**config.mk**
```make
export PLATFORM = sky130hd
export DESIGN_NAME = regfile_mp
export DESIGN_NICKNAME = d
export VERILOG_FILES = /design/src/rtl/regfile_mp_pkg.sv /design/src/rtl/regfile_sb.sv /design/src/rtl/regfile_mp.sv
export SDC_FILE = /design/constraint.sdc
export NUM_CORES = 2
export LEC_CHECK = 0
export BUFFER_PORTS_ARGS = -buffer_cell sky130_fd_sc_hd__buf_2
export CAP_MARGIN = 20
export CELL_PAD_IN_SITES_DETAIL_PLACEMENT = 1
export CELL_PAD_IN_SITES_GLOBAL_PLACEMENT = 2
export CORE_UTILIZATION = 42
export DETAILED_ROUTE_END_ITERATION = 12
export GPL_ROUTABILITY_DRIVEN = 0
export PLACE_DENSITY_LB_ADDON = 0.1
export SLEW_MARGIN = 20
export SYNTH_ARGS = -nofsm -noshare
export SYNTH_HDL_FRONTEND = slang
export SYNTH_SLANG_ARGS = --single-unit
```
**constraint.sdc**
```tcl
create_clock -name Clock -period 47.6 [get_ports Clock]
set_clock_uncertainty 0.15 [all_clocks]
set_input_delay 9.52 -clock Clock [delete_from_list [all_inputs] [get_ports Clock]]
set_output_delay 9.52 -clock Clock [all_outputs]
set_load 0.01 [all_outputs]
```
**src/rtl/regfile_mp_pkg.sv**
```systemverilog
// Shared defaults for the multi-port register file and its busy scoreboard.
package regfile_mp_pkg;

  localparam int DATA_W_DEF = 32;
  localparam int ADDR_W_DEF = 5;
  localparam int NRD_DEF    = 2;
  localparam int ZERO_REG   = 0;

endpackage

```
**src/rtl/regfile_sb.sv**
```systemverilog
// Busy scoreboard: one pending-producer bit per register plus a registered population count.
module regfile_sb
  import regfile_mp_pkg::*;
#(
  parameter int ADDR_W = ADDR_W_DEF
) (
  input  logic                  Clock,
  input  logic                  Reset,
  input  logic [1:0]            We,
  input  logic [2*ADDR_W-1:0]   Wn,
  input  logic                  Alloc,
  input  logic [ADDR_W-1:0]     AllocN,
  output logic [2**ADDR_W-1:0]  busy,
  output logic [ADDR_W:0]       BusyCnt
);

  localparam int                DEPTH = 2**ADDR_W;
  localparam int                CNT_W = ADDR_W + 1;
  localparam logic [ADDR_W-1:0] ZR    = ADDR_W'(ZERO_REG);

  logic [ADDR_W-1:0] wn0, wn1;
  logic              clr0, clr1, set, inc, dec0, dec1;
  logic [DEPTH-1:0]  busy_nxt;

  assign wn0  = Wn[0 +: ADDR_W];
  assign wn1  = Wn[ADDR_W +: ADDR_W];
  assign clr0 = We[0] && (wn0 != ZR);
  assign clr1 = We[1] && (wn1 != ZR);
  assign set  = Alloc && (AllocN != ZR);

  // Count changes only for bits that actually flip; a re-alloc in the same
  // cycle as a write keeps the register busy, and a shared target clears once.
  assign inc  = set && !busy[AllocN];
  assign dec0 = clr0 && busy[wn0] && !(set && (AllocN == wn0));
  assign dec1 = clr1 && busy[wn1] && !(set && (AllocN == wn1)) && !(clr0 && (wn0 == wn1));

  always_comb begin
    busy_nxt = busy;
    if (clr0) busy_nxt[wn0] = 1'b0;
    if (clr1) busy_nxt[wn1] = 1'b0;
    if (set)  busy_nxt[AllocN] = 1'b1;
  end

  always_ff @(posedge Clock or posedge Reset) begin
    if (Reset) begin
      busy    <= '0;
      BusyCnt <= '0;
    end else begin
      busy    <= busy_nxt;
      BusyCnt <= BusyCnt + CNT_W'(inc) - CNT_W'(dec0) - CNT_W'(dec1);
    end
  end

endmodule

```
**src/rtl/regfile_mp.sv**
```systemverilog
// Two-write, NRD-read register file with write-through bypass and busy scoreboard.
module regfile_mp
  import regfile_mp_pkg::*;
#(
  parameter int DATA_W = DATA_W_DEF,
  parameter int ADDR_W = ADDR_W_DEF,
  parameter int NRD    = NRD_DEF
) (
  input  logic                     Clock,
  input  logic                     Reset,
  input  logic [NRD*ADDR_W-1:0]    Rn,
  output logic [NRD*DATA_W-1:0]    Out,
  output logic [NRD-1:0]           RdBusy,
  input  logic [1:0]               We,
  input  logic [2*ADDR_W-1:0]      Wn,
  input  logic [2*DATA_W-1:0]      Wd,
  input  logic                     Alloc,
  input  logic [ADDR_W-1:0]        AllocN,
  output logic [ADDR_W:0]          BusyCnt
);

  localparam int                DEPTH = 2**ADDR_W;
  localparam logic [ADDR_W-1:0] ZR    = ADDR_W'(ZERO_REG);

  logic [DATA_W-1:0] mem [DEPTH];
  logic [DEPTH-1:0]  busy;
  logic [ADDR_W-1:0] wn0, wn1;
  logic [DATA_W-1:0] wd0, wd1;
  logic              wr0, wr1;

  assign wn0 = Wn[0 +: ADDR_W];
  assign wn1 = Wn[ADDR_W +: ADDR_W];
  assign wd0 = Wd[0 +: DATA_W];
  assign wd1 = Wd[DATA_W +: DATA_W];
  assign wr0 = We[0] && (wn0 != ZR);
  assign wr1 = We[1] && (wn1 != ZR);

  // Port 1 is written last so it wins a same-address collision.
  always_ff @(posedge Clock or posedge Reset) begin
    if (Reset) begin
      for (int i = 0; i < DEPTH; i++) mem[i] <= '0;
    end else begin
      if (wr0) mem[wn0] <= wd0;
      if (wr1) mem[wn1] <= wd1;
    end
  end

  for (genvar k = 0; k < NRD; k++) begin : g_rd
    logic [ADDR_W-1:0] ra;
    logic              hit0, hit1;

    assign ra   = Rn[k*ADDR_W +: ADDR_W];
    assign hit0 = wr0 && (wn0 == ra);
    assign hit1 = wr1 && (wn1 == ra);

    // Bypass is not gated by Reset so in-flight write data stays visible.
    assign Out[k*DATA_W +: DATA_W] = hit1 ? wd1 : (hit0 ? wd0 : mem[ra]);
    assign RdBusy[k]               = busy[ra] && !(hit0 || hit1);
  end

  regfile_sb #(
    .ADDR_W (ADDR_W)
  ) u_sb (
    .Clock   (Clock),
    .Reset   (Reset),
    .We      (We),
    .Wn      (Wn),
    .Alloc   (Alloc),
    .AllocN  (AllocN),
    .busy    (busy),
    .BusyCnt (BusyCnt)
  );

endmodule

```
==> flow_summary.yaml <==
outcome:
  status: "finished clean"
sta:
  fin_crit_ps: 23810
  slew_headroom_pct: 19.6
  setup_slack_ps: 23790
  finalHoldViolCount: 0
  final_max_slew_viol_count: 0
  rsz0062_at_grt: "no"
  fmax_mhz: 42.0
  tns_ps: 0
  finalCritPeriodShare_pct: 50.0
  worst_slew_pin_slew_ps: 1210
  setup_viol: 0
yosys:
  synth_nets: 7243
  synth_ff_type: "dfrtp_1"
  ys_warn_count: 0
  synth_enable_flop_cells: 0
  syn_inst: 7141
  synth-seq-cells: 1062
  syn_area_per_cell_um2: 9.64
  synth_top_cell_by_area: "dfrtp_1"
  ys_seq_area_share_pct: 38.6
  synth_cell_types: 63
  netlist_area_um2: 68800
  synth_top_area_share_pct: 38.6
  yosysMostFrequentCell: "mux2i_1"
  synth_area_leaders: "dfrtp_1 39%, mux2i_1 18%, mux4_2 10%"
  synth_common_cells: "1,248 x mux2i_1, 1,062 x dfrtp_1, 787 x a21oi_1"
  async_flop_share_pct: 100
clocking:
  cts_setup_buffers: 0
  ctsHoldBuffers: 0
  clkTransAtPathRegs_ps: 60
  cts_tree: "built"
  numClockSinks: 1062
  clkLatencyLatePin_ps: 790
  cts_root_buf: "clkbuf_16"
  postCtsResizedCells: 0
  numCtsBuffers: 136
  clockBufferDepth: 3
  h-tree-depth: 4
min_path:
  min_from: "mem[1000]"
  hold_path_end: "mem[1000]"
  hold_depth: 0
  hold_class: "reg2reg"
place:
  dpl_worst_slack_ps: 23900
  io_buffers: 165
  dp_hpwl_um: 185000
floorplan:
  start_util_pct: 42.3
  rows: 148
  design.portCount: 166
  die-area_um2: 166000
  die_h_um: 407
  die_w_um: 407
  fp.coreArea_um2: 163000
global_routing:
  antenna_found_initial: 22
  gr-total-overflow: 0
  grt_pass1_vias: 60092
  grt_use_total_pct: 40.2
  grt_start_max_net_pins: 147
  grt_pass1_wl_um: 471000
routing:
  routed_via_density: 6.83
  routed-via-count: 61342
  drt-initial-drc-count: 7692
  ant_nets: 0
  totalWireLength_um: 335000
  wl_per_cell_um: 37.3
  drc_errors: 0
  drt_pass1_iterations: 6
worst_setup_path:
  crit_path_end_kind: "primary output"
  reg2reg_to: "u_sb.BusyCnt[5]"
  crit_arrival_ps: 14140
  required_ps: 37930
  rrSetupSlack_ps: 43470
  worstSetupStartpointType: "input pin"
  critPathMaxFanout: 60
  r2r_start: "u_sb.busy[23]"
  crit_type: "in2out"
  rr_worst_depth: 13
cells_and_area:
  final_nets: 6803
  syn2layout_area_growth_pct: 8.46
  num-fill-cells: 17809
  drive_gt1_share_pct: 14.4
power:
  power.density_nw_per_um2: 43.3
  p_leak_nw: 32.3
  vdd_drop_max_v: 0.0000385
run:
  maxCapViolations: 0
==> flip-flops by register name, indices dropped and copies added, names as in the netlist <==
| register | cells |
|---|---|
| mem | 1024 |
| u_sb.busy | 32 |
| u_sb.BusyCnt | 6 |
==> worst max-delay path: stages <==
cell and delay [ps]:
buf_8 480, buf_4 950, buf_4 940, buf_4 860
mux2i_1 310, a22oi_1 130, nand3_1 170, nand4_1 120
a221o_1 330, buf_2 150
==> cells by family (layout without fill, tap and decap cells) <==
family	count (synthesis)	count (layout)	synth area share (%)
AOI/OAI and AO/OA	1718	1718	14.3
buffers and inverters	924	586	5.92
adders and majority gates	8	8	0.167
DFF	1062	1062	38.6
xor gates and xnor gates	39	39	0.496
and+or+nand+nor	1770	1770	10.8
muxes	1620	1620	29.7
other	0	9	0
==> power by group <==
| part | total [mW] | internal, mW | switching, mW | leakage (nW) |
|---|---|---|---|---|
| logic | 0.808 | 0.391 | 0.418 | 17.0 |
| registers | 1.34 | 1.13 | 0.210 | 13.1 |
| clock network | 1.08 | 0.633 | 0.445 | 2.21 |
==> routing by layer <==
metal	track usage, %	vias to the layer above	wire (µm)
li1	-	24968	-
met1	55.6	32024	139000
met2	59.4	3483	146000
met3	8.59	847	32100
met4	19.7	20	17900
met5	0	-	128
==> stage by stage <==
stage               total power [mW]  utilization (%)  instances  hold slack (ps)  cell area, µm²
finish                          3.23             45.9       8987              248           74700
global route                    3.36             45.9       8978              257           74700
CTS                             3.22             45.9       8978              250           74700
detailed placement              2.15             43.1       8738              237           70200
global placement                2.11             43.1       8735              230           70100
floorplan                       1.88                -       7141              291           68800
==> how the worst max path moves through the flow <==
stage          startpoint       to  slack, ps  cells after the start
4_1_cts             Rn[6]  Out[50]      23890                     10
2_1_floorplan       Reset   mem[0]       8040                      1
3_5_place_dp        Rn[6]  Out[50]      23900                     10
5_1_grt             Rn[6]  Out[52]      23620                     10
6_report            Rn[6]  Out[41]      23790                     10
3_3_place_gp        Rn[6]  Out[52]      23950                     10
==> area by class of cell <==
cell class,instances,area [µm²],share of cell area [%]
Clock buffer,208,4080,5.47
Clock inverter,32,412,0.551
Tap cell,2175,2720,3.64
Sequential cell,1062,26600,35.6
Inverter,41,161,0.216
Timing Repair Buffer,305,1980,2.65
Multi-Input combinational cell,5155,38700,51.9
Antenna cell,9,22.5,0.0302
==> layout by cell type (no fill, tap or decap), drive strengths merged, types with 110 or more instances in the layout <==
master,synthesis,final
mux2i,1248,1248
dfrtp,1062,1062
a21oi,787,787
nand2,735,735
nor2,675,675
o21ai,530,530
mux4,329,329
buf,340,305
clkbuf,543,208
nand3,135,135
a22oi,119,119
a32oi,110,110
Power figures use the tool's default switching activity.
